`config.mk`:
```
export PLATFORM = sky130hd
export DESIGN_NAME = mips_mc
export DESIGN_NICKNAME = d
export VERILOG_FILES = /design/src/rtl/mips_mc.sv
export SDC_FILE = /design/constraint.sdc
export NUM_CORES = 2
export LEC_CHECK = 0
export BUFFER_PORTS_ARGS = -buffer_cell sky130_fd_sc_hd__buf_2
export CAP_MARGIN = 20
export CORE_MARGIN = 4
export CORE_UTILIZATION = 33
export DETAILED_ROUTE_END_ITERATION = 10
export GPL_TIMING_DRIVEN = 0
export PLACE_DENSITY_LB_ADDON = 0.08
export SETUP_SLACK_MARGIN = 0.15
export SYNTH_ARGS = -nofsm -noshare
export SYNTH_HDL_FRONTEND = slang
export SYNTH_SLANG_ARGS = --single-unit
```
`constraint.sdc`:
```
create_clock -name clk -period 4.55 [get_ports clk]
set_input_delay 0.455 -clock clk [delete_from_list [all_inputs] [get_ports clk]]
set_output_delay 0.455 -clock clk [all_outputs]
set_load 0.005 [all_outputs]
```
`src/rtl/mips_mc.sv`:
```
// mips_mc: multi-cycle MIPS subset core (FETCH/DECODE/EXEC/MEM/WB) sharing one memory port.
// Define MIPS_MC_MULTDIV_EN to add HI/LO with mult, multu, mfhi, mflo, mthi, mtlo.
module mips_mc #(
    parameter logic [31:0] RESET_PC = 32'h0000_3000,
    parameter int          MULT_LAT = 5
) (
    input  logic        clk,
    input  logic        reset,
    output logic        mem_req,
    output logic        mem_we,
    output logic [31:0] mem_addr,
    output logic [31:0] mem_wdata,
    input  logic        mem_ack,
    input  logic [31:0] mem_rdata,
    output logic        wb_we,
    output logic [4:0]  wb_reg,
    output logic [31:0] wb_data,
    output logic [31:0] wb_pc
);
    typedef enum logic [2:0] {FETCH, DECODE, EXEC, MEM, WB} stateT;
    stateT       state, nextState;
    logic [31:0] pc, ir, regA, regB, mdr, aluOut, aluRes, hiVal, loVal, sImm, zImm;
    logic [31:0] gpr [32];
    logic [3:0]  cnt;
    logic [5:0]  op, funct;
    logic [4:0]  rs, rt, rd, shamt, dest;
    logic [15:0] imm;
    logic isR, isAddu, isSubu, isSll, isJr, isOri, isLui, isLw, isSw, isBeq, isJ, isJal;
    logic isMfhi, isMflo, isMthi, isMtlo, isMult, isMultu, isMul, isJump, valid, lastCycle, wbJal;

    assign op      = ir[31:26];
    assign rs      = ir[25:21];
    assign rt      = ir[20:16];
    assign rd      = ir[15:11];
    assign shamt   = ir[10:6];
    assign funct   = ir[5:0];
    assign imm     = ir[15:0];
    assign sImm    = {{16{imm[15]}}, imm};
    assign zImm    = {16'd0, imm};
    assign isR     = op == 6'h00;
    assign isAddu  = isR && funct == 6'h21;
    assign isSubu  = isR && funct == 6'h23;
    assign isSll   = isR && funct == 6'h00;
    assign isJr    = isR && funct == 6'h08;
    assign isOri   = op == 6'h0D;
    assign isLui   = op == 6'h0F;
    assign isLw    = op == 6'h23;
    assign isSw    = op == 6'h2B;
    assign isBeq   = op == 6'h04;
    assign isJ     = op == 6'h02;
    assign isJal   = op == 6'h03;

`ifdef MIPS_MC_MULTDIV_EN
    logic [31:0] hi, lo;
    logic [63:0] prod;
    assign isMfhi  = isR && funct == 6'h10;
    assign isMthi  = isR && funct == 6'h11;
    assign isMflo  = isR && funct == 6'h12;
    assign isMtlo  = isR && funct == 6'h13;
    assign isMult  = isR && funct == 6'h18;
    assign isMultu = isR && funct == 6'h19;
    assign hiVal   = hi;
    assign loVal   = lo;
    // Sign- or zero-extend to 64 bits; the low 64 product bits are then correct for both.
    assign prod = {isMult ? {32{regA[31]}} : 32'd0, regA} * {isMult ? {32{regB[31]}} : 32'd0, regB};
    always_ff @(posedge clk or negedge reset) begin
        if (!reset) begin
            hi <= '0;
            lo <= '0;
        end else if (state == EXEC) begin
            if (isMul && lastCycle) {hi, lo} <= prod;
            if (isMthi) hi <= regA;
            if (isMtlo) lo <= regA;
        end
    end
`else
    assign isMfhi  = 1'b0;
    assign isMthi  = 1'b0;
    assign isMflo  = 1'b0;
    assign isMtlo  = 1'b0;
    assign isMult  = 1'b0;
    assign isMultu = 1'b0;
    assign hiVal   = '0;
    assign loVal   = '0;
`endif

    assign isMul     = isMult || isMultu;
    assign isJump    = isJ || isJal || isJr;
    assign valid     = isAddu || isSubu || isSll || isOri || isLui || isLw || isSw || isBeq || isJump
                     || isMfhi || isMflo || isMthi || isMtlo || isMul;
    assign dest      = isR ? rd : rt;
    assign lastCycle = cnt == 4'(MULT_LAT - 1);

    assign aluRes = isAddu ? regA + regB :
                    isSubu ? regA - regB :
                    isSll ? regB << shamt :
                    isOri ? regA | zImm :
                    isLui ? {imm, 16'd0} :
                    (isLw || isSw) ? regA + sImm :
                    isMfhi ? hiVal :
                    isMflo ? loVal : '0;

    always_comb begin
        nextState = state;
        case (state)
            FETCH:   nextState = mem_ack ? DECODE : FETCH;
            DECODE:  nextState = (valid && !isJump) ? EXEC : FETCH;
            EXEC:    nextState = (isBeq || isMthi || isMtlo) ? FETCH :
                                 isMul ? (lastCycle ? FETCH : EXEC) :
                                 (isLw || isSw) ? MEM : WB;
            MEM:     nextState = mem_ack ? (isLw ? WB : FETCH) : MEM;
            WB:      nextState = FETCH;
            default: nextState = FETCH;
        endcase
    end

    // Bus and writeback outputs are gated by reset so they drop the moment reset asserts.
    assign mem_req   = reset && (state == FETCH || state == MEM);
    assign mem_we    = reset && state == MEM && isSw;
    assign mem_addr  = !reset ? '0 : state == FETCH ? pc & ~32'd3 : state == MEM ? aluOut & ~32'd3 : '0;
    assign mem_wdata = mem_we ? regB : '0;
    assign wbJal     = state == DECODE && isJal;
    assign wb_we     = reset && (wbJal || (state == WB && dest != 5'd0));
    assign wb_reg    = !wb_we ? 5'd0 : wbJal ? 5'd31 : dest;
    assign wb_data   = !wb_we ? '0 : wbJal ? pc : isLw ? mdr : aluOut;
    assign wb_pc     = wb_we ? pc - 32'd4 : '0;

    always_ff @(posedge clk or negedge reset) begin
        if (!reset) begin
            state  <= FETCH;
            pc     <= RESET_PC;
            ir     <= '0;
            regA   <= '0;
            regB   <= '0;
            mdr    <= '0;
            aluOut <= '0;
            cnt    <= '0;
            for (int i = 0; i < 32; i++) gpr[i] <= '0;
        end else begin
            state <= nextState;
            if (state == FETCH && mem_ack) begin
                ir <= mem_rdata;
                pc <= pc + 32'd4;
            end
            if (state == DECODE) begin
                regA <= gpr[rs];
                regB <= gpr[rt];
                pc   <= isJr ? gpr[rs] : (isJ || isJal) ? {pc[31:28], ir[25:0], 2'b00} : pc;
            end
            if (state == EXEC) begin
                aluOut <= aluRes;
                cnt    <= (isMul && nextState == EXEC) ? cnt + 4'd1 : 4'd0;
                if (isBeq && regA == regB) pc <= pc + (sImm << 2);
            end
            if (state == MEM && mem_ack) mdr <= mem_rdata;
            if (wb_we) gpr[wb_reg] <= wb_data;
        end
    end
endmodule
```
* After elaboration in Yosys (flattened, before gate mapping) *
Index checks and enable logic that the tools add are counted.

operators by class
  $add $sub $neg = 6
  $mul = 0
  divide/modulo/power cells = 0
  order comparisons = 4
  equality and inequality tests = 15
  shifts and indexed selects = 1
  multiplexer cells = 39
  bitwise operators = 4
  reductions and logical operators = 33

operators with widths
  cell                   number
  $bwmux 1024            1
  $mux 32                24
  $bmux 32 s5            2
  $demux 32 s5           1
  $add 32x32->32         3
  $add 32x3->32 const B  1
  $eq 32x32->1           1
  $or 32x16->32          1
  $shl 32x5->32          1
  $sub 32x3->32 const B  1
  $sub 32x32->32         1
  $mux 28                1
  $eq 6x6->1 const B     4
  $eq 6x4->1 const B     3
  $ge 6x6->1 const B     3
  $not 5->6              3
  $logic_and 1x1->1      15
  $mux 5                 3
  $logic_or 1x1->1       13
  $eq 6x2->1 const B     2
  $logic_not 6->1        2
  $mux 3                 4
  $pmux 3 s4             1
  $eq 3x2->1 const B     2
  9 further kinds        9

storage, ports and cells
  register bits after elaboration = 1,219
  bits in latches = 0
  RAM bits = 0
  bits in read-only memories = 0
  bits of input ports = 35
  memories kept = 0

* Depth between registers and ports, before layout *
  depth in word-level cells = 13
  mapped depth = 16
  mapped depth without buffers = 13

* Least setup slack after synthesis *
No wires, ideal clock.

  kind = register to register
  from = register ir[8]
  to = register aluOut[31]
  arrival = 3.742 ns
  setup slack = 0.726 ns
  cell stages (with the launch flop) = 17
  path buffers = 4
  clock period less this slack = 3.824 ns
  cell sequence = dfrtp_1 clkbuf_1 inv_2 buf_1 clkbuf_1 buf_1 ha_1 a21o_1 nand4_1 and3_1 a2bb2oi_1 o31ai_1 a211o_1 a311o_1 nand3b_1 a31o_2 a31oi_1

on the way
  longest elaborated chain between the ends = 7

RTL lines
  item                      RTL line  RTL
  start: declaration        22        logic [31:0] pc, ir, regA, regB, mdr, aluOut, aluRes, hiVal, loVal, sImm, zImm;
  start signal: assignment  142       ir <= mem_rdata;
  $add 32x32->32            99        (isLw || isSw) ? regA + sImm :
  $mux 32                   99
  $mux 32                   98        isLui ? {imm, 16'd0} :
  $mux 32                   97        isOri ? regA | zImm :
  $mux 32 (*)               96        isSll ? regB << shamt :
  $mux 32 (*)               95        isSubu ? regA - regB :
  $mux 32 (*)               94        assign aluRes = isAddu ? regA + regB :
  end signal: assignment    151       aluOut <= aluRes;
  end: declaration          22

Mark *: on every way between the ends. The rest lies on a longest branch, timed or not.
A chain may end at the register's enable or synchronous reset.

* Worst setup path in the final report *
  from = register ir[31]
  to = register gpr[405] (netlist bit)

on the way
  longest elaborated chain between the ends = 13

RTL lines
  item                                                            RTL line  RTL
  $logic_not 6->1                                                 40        assign isR = op == 6'h00;
  $mux 5                                                          91        assign dest = isR ? rd : rt;
  $reduce_bool 5->1                                               123       assign wb_we = reset && (wbJal || (state == WB && dest != 5'd0));
  $logic_and 1x1->1                                               123
  $logic_or 1x1->1                                                123
  $logic_and 1x1->1                                               123
  $mux 5                                                          124       assign wb_reg = !wb_we ? 5'd0 : wbJal ? 5'd31 : dest;
  $not 5->6 (implied by the code)                                 156       if (wb_we) gpr[wb_reg] <= wb_data;
  $ge 6x6->1 (implied by the code) or $lt 6x1->1 (tied branches)  156
  $logic_and 1x1->1 (implied by the code)                         156
  $mux 32 (implied by the code)                                   156
  $demux 32 s5                                                    156
  $bwmux 1024                                                     156
  end signal: indexed assignment                                  156
  end: declaration                                                23        logic [31:0] gpr [32];

Several ways; a longest one is shown, not always the timed one.

==> summary.md <==
| Metric | Value |
|---|---|
| Flop-to-flop setup slack | `0.06 ns` |
| Final Wtd Congestion | `1.000` |
| TritonRoute pass-1 iters | `6` |
| Clock net sink count | `1219` |
| H-tree level count | `4` |
| Register area | `30530 µm²` |
| Netlist cell types | `83` |
| Fraction of layout cells with a size suffix above 1 | `0.2078` |
| Peak VDD IR | `0.0004964 V` |
| # fillers | `21389` |
| Post-synth top area share | `0.4266` |
| Flop and latch count out of synthesis | `1219` |
| Worst min-delay path category | `primary input to asynchronous set/reset pin` |
| Crit path max fanout | `10` |
| Die Width | `473.1 µm` |
| Nets | `7567` |
| Die area | `223800 µm²` |
| Largest net degree at the start of global routing | `156` |
| Fraction of the yosys area taken by sequential cells | `0.4273` |
| Top_reg_cell synth | `dfrtp_1` |
| Root buffer selected by CTS | `clkbuf_16` |
| Boundary Pins | `171` |
| Post-Synthesis Cells | `6895` |
| Post-synth top area cell | `dfrtp_1` |
| Final Cycle Share | `0.9865` |
| Critical path launch point type | `register` |
| Worst-skew pair later-pin latency | `0.86 ns` |
| Cells along the critical path | `or3_4, nor2_4, and3_1, clkbuf_2, buf_6, buf_4, nor2_1, nor2_1, nand2_1, clkbuf_1, nand2_1, o21ai_0` |
| CTS Buf Count | `152` |
| Initial core utilization | `0.3323` |
| Synth async-reset ratio | `1.000` |
| Worst Path Arrival | `5.17 ns` |
| Final instance area | `84960 µm²` |
| Post-Syn Area | `71390 µm²` |
| Placed Cells | `9987` |
| Worst-margin pin slew | `1.285 ns` |
| Final hold vios | `0` |
| Placement Cell Area | `77230 µm²` |
| Vias in the first global route | `61188` |
| DIE HEIGHT | `473.1 µm` |
| GRT Util Overall | `0.3287` |
| Core Box Area | `214800 µm²` |
| Leading post-synthesis cells by cell area | `dfrtp_1 (43%), mux4_2 (21%), o21ai_0 (8.1%)` |
| Clock Path Buffers | `3` |
| Final setup viols | `0` |
| # DRC | `0` |
| Max Cap Violations | `0` |
| Port buffer count | `168` |
| Reg clk slew, reported paths | `0.06 ns` |
| Fmax | `222.8 MHz` |
| Gr ovfl total | `0` |
| Worst Setup End Kind | `register` |
| Slew margin rel. | `0.1436` |
| Crit-path max cell delay | `0.81 ns` |
| Worst Clk Skew | `0.03528 ns` |
| CTS tree | `yes` |
| Leak pwr | `35.68 nW` |
| Vias | `62640` |
| RR Startpoint | `ir[31]` |
| Syn_area_per_cell | `10.35 µm²` |
| Yosys Warn Count | `0` |
| Post-synth EDFFs | `0` |
| Via density | `6.035` |
| List of most frequent post-synthesis cells | `nand2_1 (1392), dfrtp_1 (1217), o21ai_0 (1149)` |
| Launch point of the worst path | `ir[31]` |
| Drt total wl | `372500 µm` |
| Pwr/cell area | `514.7 nW/µm²` |
| Pre-CTS WS | `-1.478 ns` |
| Dpl hpwl | `289200 µm` |
| Tmin final | `4.488 ns` |
| Rows | `170` |
| Fin cells | `10379` |
| Routed len/inst | `35.89 µm` |
| Status | `finished clean` |
| Antenna viol nets, final | `0` |
| Initial antenna violation count | `33` |
| Worst endpoint required time | `5.23 ns` |
| Critical path class | `register to register` |
| First-pass GRT wire length | `511400 µm` |
| RSZ-0062 raised after global routing | `true` |
| Worst setup margin | `0.06163 ns` |
| Area delta synth->final | `19.01%` |
| Highest-delay cell along the critical path | `nor2_1` |
| Final Slew Violations | `0` |
| Multi-input gate area | `38500 µm²` |
| DR iter-0 viols | `7002` |
| Count leader, synth | `nand2_1` |
==> cell families after synthesis <==
group,Yosys count,share of synthesized area
AO/OA/AOI/OAI,1762,0.1367
AND/OR/NAND/NOR,1998,0.1170
adder cells (fa/ha/maj),144,0.02566
buffers and inverters,807,0.04313
flip-flops,1219,0.4273
XOR/XNOR,121,0.01484
multiplexers,843,0.2353
other,1,0.00005253
==> metal layers <==
layer,vias up,global-route usage,share of wire
met2,3110,0.5111,0.45
met5,-,0.001730,0.00013
met4,8,0.1797,0.065
li1,25909,-,-
met1,32802,0.4263,0.40
met3,811,0.07469,0.084
==> flip-flops by register name, summed over array words and instances, names as in the netlist <==
register and flops:
regA 32, regB 32, state 3, gpr 1024, mdr 32, ir 32, aluOut 32, pc 32
==> final cells by class <==
class	instances	area share
Multi-Input combinational cell	4870	0.4531
Sequential cell	1219	0.3593
Clock buffer	226	0.05327
Buffer	649	0.04218
Tap cell	2838	0.04179
Timing Repair Buffer	340	0.03632
Inverter	156	0.007113
Clock inverter	49	0.005949
Antenna cell	32	0.0009425
==> worst paths after layout <==
path,to,cells past startpoint
worst max register to register,gpr[405],12
max in group asynchronous,gpr[657],6
worst min-delay path,gpr[38],3
worst max-delay path,gpr[405],12
min in group clk,ir[29],4
worst min register to register,gpr[1014],1
==> report_power, final <==
part | total [mW] | switching (mW) | internal [mW]
sequential | 12.4 | 1.00 | 11.3
clock | 12.5 | 5.36 | 7.19
combinational | 18.8 | 12.7 | 6.18
total | 43.7 | 19.0 | 24.7
==> critical path: cells and delay by family, from the launching register on <==
kind                   cells  cell delay (ns)
AO/OA/AOI/OAI              1             0.10
buffers and inverters      4             1.17
flip-flops                 1             0.41
AND/OR/NAND/NOR            7             2.61
==> per-stage QoR <==
| step | hold slack (ns) | power, mW | util | setup TNS, ns |
|---|---|---|---|---|
| 3_3_place_gp | 0.4552 | 29.22 | 0.3528 | - |
| 2_1_floorplan | 0.1594 | 21.22 | - | 0 |
| 6_report | 0.2584 | 43.73 | 0.3955 | 0 |
| 4_1_cts | 0.3096 | 43.32 | 0.3937 | -0.002614 |
| 3_5_place_dp | 0.4646 | 30.12 | 0.3595 | -991.32 |
| 5_1_grt | 0.3402 | 44.84 | 0.3951 | 0 |
==> cell usage in the layout (no fill, tap or decap), drive strengths merged, types with 48 or more instances in the layout <==
| master | Yosys | routed |
|---|---|---|
| nand2 | 1392 | 1392 |
| dfrtp | 1217 | 1217 |
| o21ai | 1215 | 1215 |
| clkbuf | 541 | 763 |
| mux4 | 665 | 665 |
| buf | 110 | 414 |
| nor2 | 268 | 268 |
| a21oi | 226 | 226 |
| inv | 153 | 161 |
| mux2i | 145 | 145 |
| ha | 140 | 140 |
| xnor2 | 76 | 76 |
| nand2b | 61 | 61 |
| o211ai | 52 | 52 |
| nor3 | 48 | 48 |
==> timing repair <==
item                                    CTS  global route
resized for setup                       388            71
setup endpoints to repair              1052           261
hold buffers                             35             0
endpoints found under the hold margin   178             0
buffers inserted                         35            10
pin swaps                                17            14
cloned                                    2             0
No activity file was read; power rests on OpenSTA's default activity.
